<file path="src/rtl/collatz_pkg.sv">
// Shared definitions for the Collatz sequence controller: FSM state
// encoding, result codes and the 3k+1 overflow threshold for a 20-bit k.
package collatz_pkg;

   typedef enum logic [1:0] {
      IDLE = 2'd0,
      LOAD = 2'd1,
      RUN  = 2'd2,
      DONE = 2'd3
   } state_t;

   localparam logic [1:0] ERR_OK      = 2'd0;
   localparam logic [1:0] ERR_ZERO    = 2'd1;
   localparam logic [1:0] ERR_TIMEOUT = 2'd2;
   localparam logic [1:0] ERR_OVF     = 2'd3;

   // Smallest odd k for which 3k+1 no longer fits in 20 bits.
   localparam logic [19:0] OVF_LIMIT = 20'd349525;

endpackage

</file>
<file path="src/rtl/collatz_ctrl_if.sv">
// Bus between the Collatz controller and its requester/datapath: start
// request, datapath status (k, step counter x), control strobes and the
// busy/done/err result signals.
interface collatz_ctrl_if;

   logic        st;
   logic [19:0] k;
   logic [15:0] x;
   logic        Rx, Mx, Sk, Pk, Ik, Ir, Pr, Mr;
   logic        busy;
   logic        done;
   logic [1:0]  err;

   // Requester plus datapath side.
   modport master (
      output st, k, x,
      input  Rx, Mx, Sk, Pk, Ik, Ir, Pr, Mr, busy, done, err
   );

   // Controller side.
   modport slave (
      input  st, k, x,
      output Rx, Mx, Sk, Pk, Ik, Ir, Pr, Mr, busy, done, err
   );

endinterface

</file>
<file path="src/rtl/collatz_ctrl.sv">
// Moore FSM sequencing an external Collatz datapath. LOAD copies the
// operand into k and clears x; each RUN cycle either halves k (even) or
// applies 3k+1 (odd) and bumps x, until k reaches 1 or an abort fires.
// Optional feature macro: COLLATZ_OVF_DET_EN enables the 3k+1 overflow
// abort (err=OVF); without it 3k+1 simply wraps modulo 2^20.
module collatz_ctrl
   import collatz_pkg::*;
#(
   parameter logic [15:0] MAX_STEPS = 16'hFFFF
)(
   input logic           clk,
   input logic           rst_n,
   collatz_ctrl_if.slave bus
);

   state_t     state, state_nxt;
   logic [1:0] err_q, err_nxt;

   logic k_one, k_zero, k_odd, timeout, ovf;
   logic rx, mx, sk, pk, ik, ir, pr, mr;
   logic busy, done;

   assign k_one   = (bus.k == 20'd1);
   assign k_zero  = (bus.k == 20'd0);
   assign k_odd   = bus.k[0];
   assign timeout = (bus.x == MAX_STEPS);

`ifdef COLLATZ_OVF_DET_EN
   assign ovf = k_odd && (bus.k >= OVF_LIMIT);
`else
   assign ovf = 1'b0;
`endif

   // State and result-code registers; reset forces IDLE with a clean result.
   always_ff @(posedge clk or negedge rst_n) begin
      if (!rst_n) begin
         state <= IDLE;
         err_q <= ERR_OK;
      end else begin
         state <= state_nxt;
         err_q <= err_nxt;
      end
   end

   // Next-state, result code and strobe decode from state, k and x.
   always_comb begin
      state_nxt = state;
      err_nxt   = err_q;
      rx   = 1'b0;
      mx   = 1'b0;
      sk   = 1'b0;
      pk   = 1'b0;
      ik   = 1'b0;
      ir   = 1'b0;
      pr   = 1'b0;
      mr   = 1'b0;
      busy = 1'b0;
      done = 1'b0;
      case (state)
         IDLE: begin
            if (bus.st) state_nxt = LOAD;
         end
         LOAD: begin
            busy      = 1'b1;
            sk        = 1'b1;
            rx        = 1'b1;
            ir        = 1'b1;
            err_nxt   = ERR_OK;
            state_nxt = RUN;
         end
         RUN: begin
            busy = 1'b1;
            // Abort checks ordered so that reaching k==1 always wins.
            if (k_one) begin
               err_nxt   = ERR_OK;
               state_nxt = DONE;
            end else if (k_zero) begin
               err_nxt   = ERR_ZERO;
               state_nxt = DONE;
            end else if (timeout) begin
               err_nxt   = ERR_TIMEOUT;
               state_nxt = DONE;
            end else if (ovf) begin
               err_nxt   = ERR_OVF;
               state_nxt = DONE;
            end else if (!k_odd) begin
               pk = 1'b1;
               pr = 1'b1;
               mx = 1'b1;
            end else begin
               ik = 1'b1;
               mr = 1'b1;
               mx = 1'b1;
            end
         end
         DONE: begin
            done      = 1'b1;
            state_nxt = IDLE;
         end
         default: begin
            state_nxt = IDLE;
         end
      endcase
   end

   assign bus.Rx   = rx;
   assign bus.Mx   = mx;
   assign bus.Sk   = sk;
   assign bus.Pk   = pk;
   assign bus.Ik   = ik;
   assign bus.Ir   = ir;
   assign bus.Pr   = pr;
   assign bus.Mr   = mr;
   assign bus.busy = busy;
   assign bus.done = done;
   assign bus.err  = err_q;

endmodule
</file>
<file path="src/flat_wrapper.sv">
// flat-port wrapper written by rule: the top's interface ports become plain ports
module collatz_ctrl_flat import collatz_pkg::*;
#(
   parameter logic [15:0] MAX_STEPS = 16'hFFFF
)
  (clk, rst_n, bus_st, bus_k, bus_x, bus_Rx, bus_Mx, bus_Sk, bus_Pk, bus_Ik, bus_Ir, bus_Pr, bus_Mr, bus_busy, bus_done, bus_err);
  collatz_ctrl_if bus_i ();
  input logic clk;
  input logic rst_n;
  input wire logic [$bits(bus_i.st)-1:0] bus_st;
  input wire logic [$bits(bus_i.k)-1:0] bus_k;
  input wire logic [$bits(bus_i.x)-1:0] bus_x;
  output wire logic [$bits(bus_i.Rx)-1:0] bus_Rx;
  output wire logic [$bits(bus_i.Mx)-1:0] bus_Mx;
  output wire logic [$bits(bus_i.Sk)-1:0] bus_Sk;
  output wire logic [$bits(bus_i.Pk)-1:0] bus_Pk;
  output wire logic [$bits(bus_i.Ik)-1:0] bus_Ik;
  output wire logic [$bits(bus_i.Ir)-1:0] bus_Ir;
  output wire logic [$bits(bus_i.Pr)-1:0] bus_Pr;
  output wire logic [$bits(bus_i.Mr)-1:0] bus_Mr;
  output wire logic [$bits(bus_i.busy)-1:0] bus_busy;
  output wire logic [$bits(bus_i.done)-1:0] bus_done;
  output wire logic [$bits(bus_i.err)-1:0] bus_err;
  assign bus_i.st = bus_st;
  assign bus_i.k = bus_k;
  assign bus_i.x = bus_x;
  assign bus_Rx = bus_i.Rx;
  assign bus_Mx = bus_i.Mx;
  assign bus_Sk = bus_i.Sk;
  assign bus_Pk = bus_i.Pk;
  assign bus_Ik = bus_i.Ik;
  assign bus_Ir = bus_i.Ir;
  assign bus_Pr = bus_i.Pr;
  assign bus_Mr = bus_i.Mr;
  assign bus_busy = bus_i.busy;
  assign bus_done = bus_i.done;
  assign bus_err = bus_i.err;
  collatz_ctrl #(.MAX_STEPS(MAX_STEPS)) u_core (.clk(clk), .rst_n(rst_n), .bus(bus_i));
endmodule
</file>
<file path="config.mk">
export PLATFORM = sky130hd
export DESIGN_NAME = collatz_ctrl_flat
export DESIGN_NICKNAME = d
export VERILOG_FILES = /design/src/rtl/collatz_pkg.sv /design/src/rtl/collatz_ctrl_if.sv /design/src/rtl/collatz_ctrl.sv /design/src/flat_wrapper.sv
export SDC_FILE = /design/constraint.sdc
export NUM_CORES = 1
export LEC_CHECK = 0
export ABC_AREA = 1
export BUFFER_PORTS_ARGS = -buffer_cell sky130_fd_sc_hd__buf_2
export CORE_MARGIN = 2
export CORE_UTILIZATION = 30
export CTS_CLUSTER_DIAMETER = 40
export CTS_CLUSTER_SIZE = 14
export DETAILED_ROUTE_END_ITERATION = 8
export GPL_TIMING_DRIVEN = 0
export PLACE_DENSITY = 0.74
export SETUP_SLACK_MARGIN = 0.15
export SLEW_MARGIN = 20
export SYNTH_ARGS = -nofsm -noshare
export SYNTH_HDL_FRONTEND = slang
export SYNTH_SLANG_ARGS = --single-unit
</file>
<file path="constraint.sdc">
create_clock -name clk -period 1.3 [get_ports clk]
set_input_delay 0.13 -clock clk [delete_from_list [all_inputs] [get_ports clk]]
set_output_delay 0.13 -clock clk [all_outputs]
set_load 0.005 [all_outputs]
</file>
==> run summary, run 1 <==
Core Box Area: 1490 µm²
GR Overflow Total: 0
Antenna-violating nets left: 0
Clk_lat worst skew: 0.23 ns
Seq/Total Area, Yosys: 0.213
CTS tree: built
Number of buffers created by CTS: 3
Setup Crit Path Kind: register to primary output
Final period util: 1.12
Gate Count Post-Synth: 78
Slew @ Worst Pin: 0.246 ns
Syn. warnings: 0
Final hold viol count: 0
GRT Total Usage: 0.148
Die area: 1900 µm²
Most frequent cells in the layout: buf_2 (47), nand2_1 (24), nor2_1 (17), buf_6 (8), buf_4 (7)
Initial Util: 0.316
Hold/Removal Path Class: primary input to async pin
Post-Route WL: 1.35 mm
WL/cell: 8.67 µm
Max VDD drop: 0.000693 V
# clock sinks: 4
WP data required: 1.17 ns
Standby leakage power: 0.541 nW
Max Cap Viol: 0
Reg2Reg Setup Slack: -0.03 ns
Nets: 186
Residual DRC: 0
Chip height: 43.6 µm
Final min period: 1.46 ns
Antenna diode count: 0
Status: complete, but fails checks
Cell Pwr Density: 1680 nW/µm²
DIE WIDTH: 43.6 µm
CP max-delay cell: dfrtp_1
RSZ-0062 raised after global routing: true
GPL Wtd Cong: 0.698
FF-to-FF End: u_core.state[0]$_DFFE_PN0P_
Vias in the first global route: 637
CP peak stage delay: 0.39 ns
Number of distinct library cells after synthesis: 14
Pin count of the biggest net entering global routing: 5
FF+latch count, synth: 4
Port Buf Inserts: 50
Placed Area: 779 µm²
# IOs: 51
Initial antenna violation count: 0
Syn_area_per_cell: 6.03 µm²
Setup ws final: -0.156 ns
Vias: 673
Overall power: 1.59 mW
Crit path DAT: 1.33 ns
Clock transition at path regs: 0.04 ns
Commonest non-fill, non-tap cell in the layout: buf_2
Setup violators final: 8
DP Worst Slack: -0.0494 ns
Hpwl dp: 1.08 mm
Final worst hold slack: 0.251 ns
Layout cell share with drive strength beyond 1: 0.593
Mapped Area: 470 µm²
Worst-path fanout max: 4
WP buf/inv: 4
Via/cell ratio: 4.31
Iter 0 DRT Violations: 1
P&R area growth vs syn: 101%
Violated checks: negative setup slack
CTS HTree Levels: 1
Startpoint Class: register
Design Area, Final: 945 µm²
Max Root-Sink Buffers: 2
Core Rows: 14
Slew headroom: 0.836
Setup Skew: 0.00212 ns
DRT Pass-1 Iters: 4
Post-Syn Nets: 122
Family with the most delay on the worst path: flip-flops
Cell count of the worst reg-to-reg path: 7
RR Startpoint: u_core.state[0]$_DFFE_PN0P_
Crit path cell chain: inv_2, ha_4, inv_2, nor2_4, nand2_4, nor2_4, buf_6, buf_6
FMAX: 687 MHz
CTS root buffer: clkbuf_4
Pins over their slew limit: 0
Global-route wire length before repair: 2.22 mm
Kind of end point of the critical path: primary output
==> where the power goes <==
| part | internal (mW) | switching, mW | leakage (nW) |
|---|---|---|---|
| clock network | 0.103 | 0.0513 | 0.0138 |
| registers | 0.164 | 0.0346 | 0.0510 |
| logic | 0.711 | 0.525 | 0.476 |
==> cell type report <==
cell class / count / area, µm²
Fill cell: 137 / 544
Inverter: 9 / 33.8
Multi-Input combinational cell: 61 / 379
Clock buffer: 3 / 22.5
Timing Repair Buffer: 59 / 350
Sequential cell: 4 / 101
Buffer: 4 / 37.5
Tap cell: 16 / 20.0
==> what timing repair did <==
action / 4_1_cts / 5_1_grt
endpoints found under the hold margin: 4 / 0
hold buffers: 1 / 0
endpoints found under the setup margin: 13 / 14
resized for setup: 9 / 6
pin swaps: 4 / 2
setup buffers: 6 / 2
==> layer usage <==
layer  GRT usage  wire (µm)
met2       0.306        775
met4      0.0303          0
met3      0.0417         96
met5           0          0
met1       0.140        482
==> Yosys cell counts (all sizes together) <==
cell / count / share of area
nand3: 4 / 0.053
buf: 4 / 0.064
nand4: 2 / 0.027
nor2: 21 / 0.17
ha: 5 / 0.13
dfrtp: 4 / 0.21
or2: 1 / 0.013
inv: 9 / 0.072
nor3: 1 / 0.011
nand2: 27 / 0.24
==> how the worst max path moves through the flow <==
stage / to / start / cells after the start
floorplan: bus_Mr / u_core.state[0]$_DFFE_PN0P_ / 7
global placement: bus_Mr / u_core.state[0]$_DFFE_PN0P_ / 8
detailed placement: bus_Mr / u_core.state[0]$_DFFE_PN0P_ / 8
CTS: bus_Mr / u_core.state[0]$_DFFE_PN0P_ / 8
global route: bus_Mr / u_core.state[0]$_DFFE_PN0P_ / 8
finish: bus_Mr / u_core.state[0]$_DFFE_PN0P_ / 8
==> state kept, by name (all words and copies together), names as in the netlist <==
register	count
u_core.state	2
u_core.bus.err	2
==> logic make-up (layout without fill, tap and decap cells) <==
family	after synthesis	count (layout)	synth area share
AND/OR/NAND/NOR	56	56	0.519
buffers and inverters	13	75	0.136
adder cells (fa/ha/maj)	5	5	0.133
flip-flops	4	4	0.213
==> through the flow <==
stage | util | TNS (ns) | std cells
after CTS | 0.604 | -0.635 | 154
after detailed placement | 0.524 | -0.0742 | 144
final | 0.634 | -0.668 | 156
after global placement | 0.524 | -0.0255 | 144
after floorplan | - | 0 | 78
after global routing | 0.634 | -1.39 | 156
No activity file was read; power rests on OpenSTA's default activity.
==> run 2, diff against run 1 <==
ABC_AREA = default   (was 1)
CORE_UTILIZATION = 27   (was 30)
PLACE_DENSITY = 0.72   (was 0.74)
==> run 2 against run 1 <==
The run still ends with negative setup slack left; synthesized area fell by 14%; highest routed layer unchanged; hold slack got worse by 0.022 ns; setup slack got worse by 0.0092 ns; register-to-register slack improved by 0.03 ns; die area fell by 3.6%; flip-flop and latch count did not move; critical path type is now primary input to primary output; sequential share of layout area fell by 0.45 points; count of clock-buffer cells in the layout did not move; critical endpoint unchanged; combinational power rose by 11%; critical path depth fell by 1; routed wire length rose by 10%.
==> run summary, run 2 <==
GPL Wtd Cong: 0.761 (+9.0%)
Vias: 608 (-9.7%)
Setup ws final: -0.165 ns (-0.00920 ns)
Startpoint Class: primary input
WP buf/inv: 3 (-1)
Final period util: 1.13 (+0.00708)
Port Buf Inserts: 50 (unchanged)
Antenna-violating nets left: 0 (unchanged)
Max Root-Sink Buffers: 2 (unchanged)
Slew headroom: 0.836 (about the same)
Sequential Power Share: 0.115 (-0.010)
Global-route wire length before repair: 2.39 mm (+7.8%)
Status: complete, but fails checks
Clock transition at path regs: 0.04 ns (about the same)
Origin of the worst setup path: bus_x[5]
Syn_area_per_cell: 9.24 µm² (+53%)
Post-synth top area share: 0.246 (+0.0334)
CTS root buffer: clkbuf_4
Family with the most delay on the worst path: simple AND/OR/NAND/NOR gates
Antenna diode count: 0 (unchanged)
Clk_lat worst skew: 0.23 ns (about the same)
Layout cell share with drive strength beyond 1: 0.815 (+0.222)
Final TNS setup: -0.541 ns (+0.126 ns)
WL/cell: 12.0 µm (+39%)
Async set or reset register ratio after synthesis: 1.00 (unchanged)
GR peak layer: met2
Kind of end point of the critical path: primary output
Cell taking the most area after synthesis: dfrtp_1
FF+latch count, synth: 4 (unchanged)
Max Cap Viol: 0 (unchanged)
Fillers: 111 (-19%)
P&R area growth vs syn: 142%
Via/cell ratio: 4.90 (+14%)
Violated checks: negative setup slack
Commonest non-fill, non-tap cell in the layout: buf_2
Chip height: 42.8 µm (-1.8%)
Setup Skew: 0.000654 ns (-0.00147 ns)
Core Rows: 14 (unchanged)
Combinational share of power: 0.797 (+0.019)
Die area: 1830 µm² (-3.6%)
Post-synth EDFFs: 0 (unchanged)
Design Area, Final: 986 µm² (+4.4%)
Reg area: 101 µm² (unchanged)
Hold/Removal Path Class: primary input to async pin
GRT met2 Usage: 0.339 (+0.0335)
Number of buffers created by CTS: 3 (unchanged)
P_sw: 0.634 mW (+3.8%)
Gate Count Post-Synth: 44 (-44%)
Seq/Total Area, Yosys: 0.246 (+0.0334)
Initial antenna violation count: 0 (unchanged)
Placed Area: 717 µm² (-8.0%)
# IOs: 51 (unchanged)
DRT Pass-1 Iters: 2 (-2)
Pins over their slew limit: 0 (unchanged)
CTS tree: built
Pint: 1.10 mW (+12%)
Iter 0 DRT Violations: 1 (unchanged)
Standby leakage power: 0.478 nW (-12%)
# clock sinks: 4 (unchanged)
Syn. warnings: 0 (unchanged)
Worst-path fanout max: 4 (unchanged)
Final hold viol count: 0 (unchanged)
Sw frac: 0.366 (-0.0184)
GR Overflow Total: 0 (unchanged)
Pin count of the biggest net entering global routing: 6 (+1)
Final worst hold slack: 0.228 ns (-0.0223 ns)
Crit path DAT: 1.34 ns (about the same)
Fin util: 0.678 (+0.0437)
Cell Pwr Density: 1760 nW/µm² (+4.4%)
Crit path cell chain: buf_6, nand4_1, or4_4, o211a_4, and2_4, buf_6, buf_6
CP max-delay cell: or4_4
GRT Total Usage: 0.169 (+0.0205)
Post-Route WL: 1.49 mm (+10%)
Initial Util: 0.280 (-0.0363)
Setup violators final: 8 (unchanged)
Dominant synthesized flop cell: dfrtp_1
Vias in the first global route: 622 (-2.4%)
Most used cell, CP: buf_6
Residual DRC: 0 (unchanged)
Core Box Area: 1450 µm² (-2.4%)
DIE WIDTH: 42.8 µm (-1.8%)
RSZ-0062 raised after global routing: true
Routing usage on met1: 0.158 (+0.0173)
Setup Crit Path Kind: primary input to primary output
CP peak stage delay: 0.55 ns (+0.16 ns)
Clk network pwr share: 0.088 (-0.009)
RR Startpoint: u_core.state[1]$_DFFE_PN0P_
Met3 usage: 0.0298 (-0.0119)
Synth top area cells: dfrtp_1 (25%), ha_1 (15%), nand4_1 (7.7%)
Most frequent cells in the layout: buf_2 (39), buf_6 (17), buf_4 (8), nand4_1 (5)
FMAX: 683 MHz (-0.63%)
Multi-input logic area: 369 µm² (-2.6%)
Mapped Area: 407 µm² (-14%)
Hpwl dp: 1.06 mm (-1.8%)
Final min period: 1.47 ns (+0.00920 ns)
CTS HTree Levels: 1 (unchanged)
Max VDD drop: 0.000766 V (+10%)
Number of distinct library cells after synthesis: 22 (+8)
Overall power: 1.73 mW (+9.0%)
Post-Syn Nets: 88 (-28%)
Slew @ Worst Pin: 0.243 ns (-0.00211 ns)
Commonest cells post-synth: ha_1 (5), nand4_1 (5), buf_4 (4), dfrtp_1 (4), nor4_1 (4)
WP data required: 1.17 ns (about the same)
Nets: 154 (-17%)
-- run 2: changes by cell type after synthesis, moves of 2 or more --
cell,previous run,this run
o2111ai_1,0,2
nor2_1,20,1
nand4_1,2,5
nand2_1,24,2
nor2b_1,0,2
nand2_2,2,0
nor4_1,0,4
nand3_1,3,0
inv_1,9,3
-- run 2: area by class of cell --
type                    instances  share of cell area
plain buffers                   4              0.0457
clock buffers                   3              0.0228
inverters                       3              0.0165
multi-input cells              33               0.374
flip-flops and latches          4               0.103
well taps                      16              0.0203
repair buffers                 61               0.418
-- run 2: cells by family after synthesis --
logic type / synth area share
buffers and inverters: 0.102
AO/OA/AOI/OAI: 0.212
flip-flops: 0.246
adder cells (fa/ha/maj): 0.154
AND/OR/NAND/NOR: 0.286
-- run 2: power groups by stage --
stage                     clock, mW  combinational (mW)  sequential, mW
after floorplan                   0               0.549           0.195
after global placement            0               0.782           0.202
after detailed placement          0               0.798           0.202
after CTS                     0.158                1.22           0.198
after global routing          0.165                1.49           0.205
final                         0.153                1.38           0.199
-- run 2: worst paths after layout --
path,end,slack [ns],cells past startpoint
max,bus_Mr,-0.17,7
min,u_core.bus.err[0]$_DFFE_PN0P_,0.23,2
max reg2reg,u_core.state[0]$_DFFE_PN0P_,0,7
min reg2reg,u_core.bus.err[1]$_DFFE_PN0P_,0.53,1
max in group asynchronous,u_core.state[1]$_DFFE_PN0P_,0.95,2
min in group clk,u_core.state[1]$_DFFE_PN0P_,0.26,4
-- run 2: repair_timing --
item | in CTS | in global routing
cloned | 0 | 0
buffers inserted | 8 | 2
endpoints found under the hold margin | 4 | 0
resized for setup | 21 | 11
setup endpoints to repair | 13 | 14
hold buffers | 1 | 0
pin swaps | 8 | 4
-- run 2: through the flow --
stage          std cells  worst slack [ns]
6_report             124            -0.165
5_1_grt              124            -0.212
4_1_cts              122            -0.164
3_5_place_dp         110            -0.285
3_3_place_gp         110            -0.257
2_1_floorplan         44           -0.0164
-- run 2: metal layers --
| layer | vias up | share of wire |
|---|---|---|
| met5 | - | 0 |
| met3 | 0 | 0.058 |
| met2 | 29 | 0.61 |
| met1 | 283 | 0.33 |
| met4 | 0 | 0 |
| li1 | 296 | - |
==> run 3, diff against run 2 <==
--- a/constraint.sdc
+++ b/constraint.sdc
@@ -3,2 +3,2 @@
 set_output_delay 0.13 -clock clk [all_outputs]
-set_load 0.005 [all_outputs]
+set_load 0.01 [all_outputs]
==> run 3 against run 2 <==
The flow still finishes with violations (negative setup slack); die area unchanged; clock power hardly changed; register-to-register slack lost 0.08 ns; sequential share of layout area decreased by 0.29 points; count of clock-buffer cells in the layout unchanged; routed wire length is 11% higher; sequential power up 9%; total power rose by 9.3%; first-iteration DRC count grew to 15 times the previous value.
==> run summary, run 3 (synthesis gave the netlist of run 2 again) <==
Cell Pwr Density: 1870 nW/µm² (+6.2%)
Placed Area: 704 µm² (-1.7%)
Fin util: 0.698 (+0.0198)
Antenna-violating nets left: 0 (unchanged)
Hold/Removal Path Class: primary input to async pin
Clk network pwr share: 0.081 (-0.007)
Startpoint Class: primary input
Antenna diode count: 0 (unchanged)
# clock sinks: 4 (unchanged)
Pin count of the biggest net entering global routing: 6 (unchanged)
Most frequent cells in the layout: buf_2 (34), buf_6 (20), buf_4 (12), nand4_1 (5)
Final TNS setup: -1.42 ns (-0.883 ns)
Multi-input logic area: 359 µm² (-2.7%)
P_sw: 0.729 mW (+15%)
Vias in the first global route: 609 (-2.1%)
Cell count of the worst reg-to-reg path: 8 (+1)
Kind of end point of the critical path: primary output
Violated checks: negative setup slack
Status: complete, but fails checks
GRT Total Usage: 0.175 (+0.00644)
CTS root buffer: clkbuf_4
Design Area, Final: 1010 µm² (+2.9%)
Vias: 643 (+5.8%)
Setup ws final: -0.215 ns (-0.0497 ns)
Die area: 1830 µm² (unchanged)
RSZ-0062 raised after global routing: true
Number of buffers created by CTS: 3 (unchanged)
Initial antenna violation count: 0 (unchanged)
Crit path DAT: 1.38 ns (+0.04 ns)
Final worst hold slack: 0.221 ns (-0.00712 ns)
Port Buf Inserts: 50 (unchanged)
Max VDD drop: 0.00105 V (+38%)
Sequential Power Share: 0.114 (about the same)
Final period util: 1.17 (+0.0382)
Commonest non-fill, non-tap cell in the layout: buf_2
Pins over their slew limit: 0 (unchanged)
Levels on crit path: 7 (unchanged)
Clock transition at path regs: 0.04 ns (about the same)
WL/cell: 13.2 µm (+9.5%)
Max Cap Viol: 0 (unchanged)
Chip height: 42.8 µm (unchanged)
GPL Wtd Cong: 0.763 (+0.24%)
Final min period: 1.51 ns (+0.0497 ns)
Combinational share of power: 0.804 (+0.007)
CP peak stage delay: 0.57 ns (+0.02 ns)
Post-Route WL: 1.66 mm (+11%)
CTS tree: built
Iter 0 DRT Violations: 15 (+14)
Setup violators final: 13 (+5)
Residual DRC: 0 (unchanged)
Setup Skew: 0.00459 ns (+0.00394 ns)
Sw frac: 0.385 (+0.0191)
Core Box Area: 1450 µm² (unchanged)
Max Root-Sink Buffers: 2 (unchanged)
Nets: 156 (+1.3%)
Slew headroom: 0.802 (-0.0341)
Overall power: 1.89 mW (+9.3%)
Pint: 1.16 mW (+6.0%)
Most used cell, CP: buf_6
CP max-delay cell: or4_4
GR Overflow Total: 0 (unchanged)
Origin of the worst setup path: bus_x[8]
Setup crit end: bus_Mr
Reg2Reg Setup Slack: -0.08 ns (-0.08 ns)
Crit path cell chain: buf_6, nand4_1, or4_4, o211a_4, and2_4, buf_6, buf_6
Core Rows: 14 (unchanged)
Non-Filler Instances: 126 (+1.6%)
Global-route wire length before repair: 2.35 mm (-1.8%)
Via/cell ratio: 5.10 (+4.1%)
Placed Instances: 110 (unchanged)
Family with the most delay on the worst path: simple AND/OR/NAND/NOR gates
Worst-path fanout max: 4 (unchanged)
CTS HTree Levels: 1 (unchanged)
Reg area: 101 µm² (unchanged)
DIE WIDTH: 42.8 µm (unchanged)
Setup Crit Path Kind: primary input to primary output
Clk_lat worst skew: 0.24 ns (about the same)
# IOs: 51 (unchanged)
P&R area growth vs syn: 150%
Initial Util: 0.280 (unchanged)
Standby leakage power: 0.497 nW (+4.0%)
WP data required: 1.17 ns (about the same)
WP buf/inv: 3 (unchanged)
Final hold viol count: 0 (unchanged)
Slew @ Worst Pin: 0.297 ns (+0.0531 ns)
Layout cell share with drive strength beyond 1: 0.791 (-0.0239)
Fillers: 110 (-0.90%)
RR Startpoint: u_core.state[0]$_DFFE_PN0P_
FMAX: 660 MHz (-3.3%)
DP Worst Slack: -0.310 ns (-0.0251 ns)
FF-to-FF End: u_core.state[0]$_DFFE_PN0P_
DRT Pass-1 Iters: 4 (+2)
[run 3: layout make-up]
class,count,share of cell area
Tap cell,16,0.0197
Inverter,3,0.0160
Clock buffer,3,0.0222
Multi-Input combinational cell,33,0.354
Buffer,4,0.0370
Timing Repair Buffer,63,0.451
Sequential cell,4,0.0999
[run 3: power by group through the flow]
stage,combinational [mW],sequential [mW],clock (mW)
6_report,1.52,0.216,0.154
5_1_grt,1.63,0.215,0.171
4_1_cts,1.32,0.207,0.160
3_5_place_dp,0.820,0.200,0
3_3_place_gp,0.794,0.200,0
2_1_floorplan,0.568,0.192,0
[run 3: layer usage]
metal  share of wire  global-route usage
met2            0.57               0.355
met1            0.32               0.153
met4               0              0.0938
met5               0                   0
met3            0.11              0.0383
[run 3: worst min path at each step]
stage / cells past startpoint / to / slack, ns
6_report: 2 / u_core.bus.err[1]$_DFFE_PN0P_ / 0.22
5_1_grt: 2 / u_core.bus.err[1]$_DFFE_PN0P_ / 0.23
4_1_cts: 2 / u_core.bus.err[1]$_DFFE_PN0P_ / 0.22
3_5_place_dp: 1 / u_core.state[0]$_DFFE_PN0P_ / -0.06
3_3_place_gp: 1 / u_core.state[0]$_DFFE_PN0P_ / -0.06
2_1_floorplan: 0 / u_core.bus.err[0]$_DFFE_PN0P_ / -0.17
[run 3: what timing repair did]
action | 4_1_cts | 5_1_grt
hold endpoints to repair | 4 | 0
hold buffers | 1 | 0
buffers inserted | 7 | 5
setup endpoints to repair | 13 | 14
pin swaps | 7 | 8
gates resized for setup | 24 | 10
[run 3: worst register-to-register path, stage by stage (launching register included)]
cell	delay [ns]
dfrtp_1	0.39
inv_2	0.10
buf_6	0.10
buf_6	0.10
ha_4	0.12
nor2b_4	0.19
nor3_2	0.06
a21o_1	0.16
a21oi_2	0.10
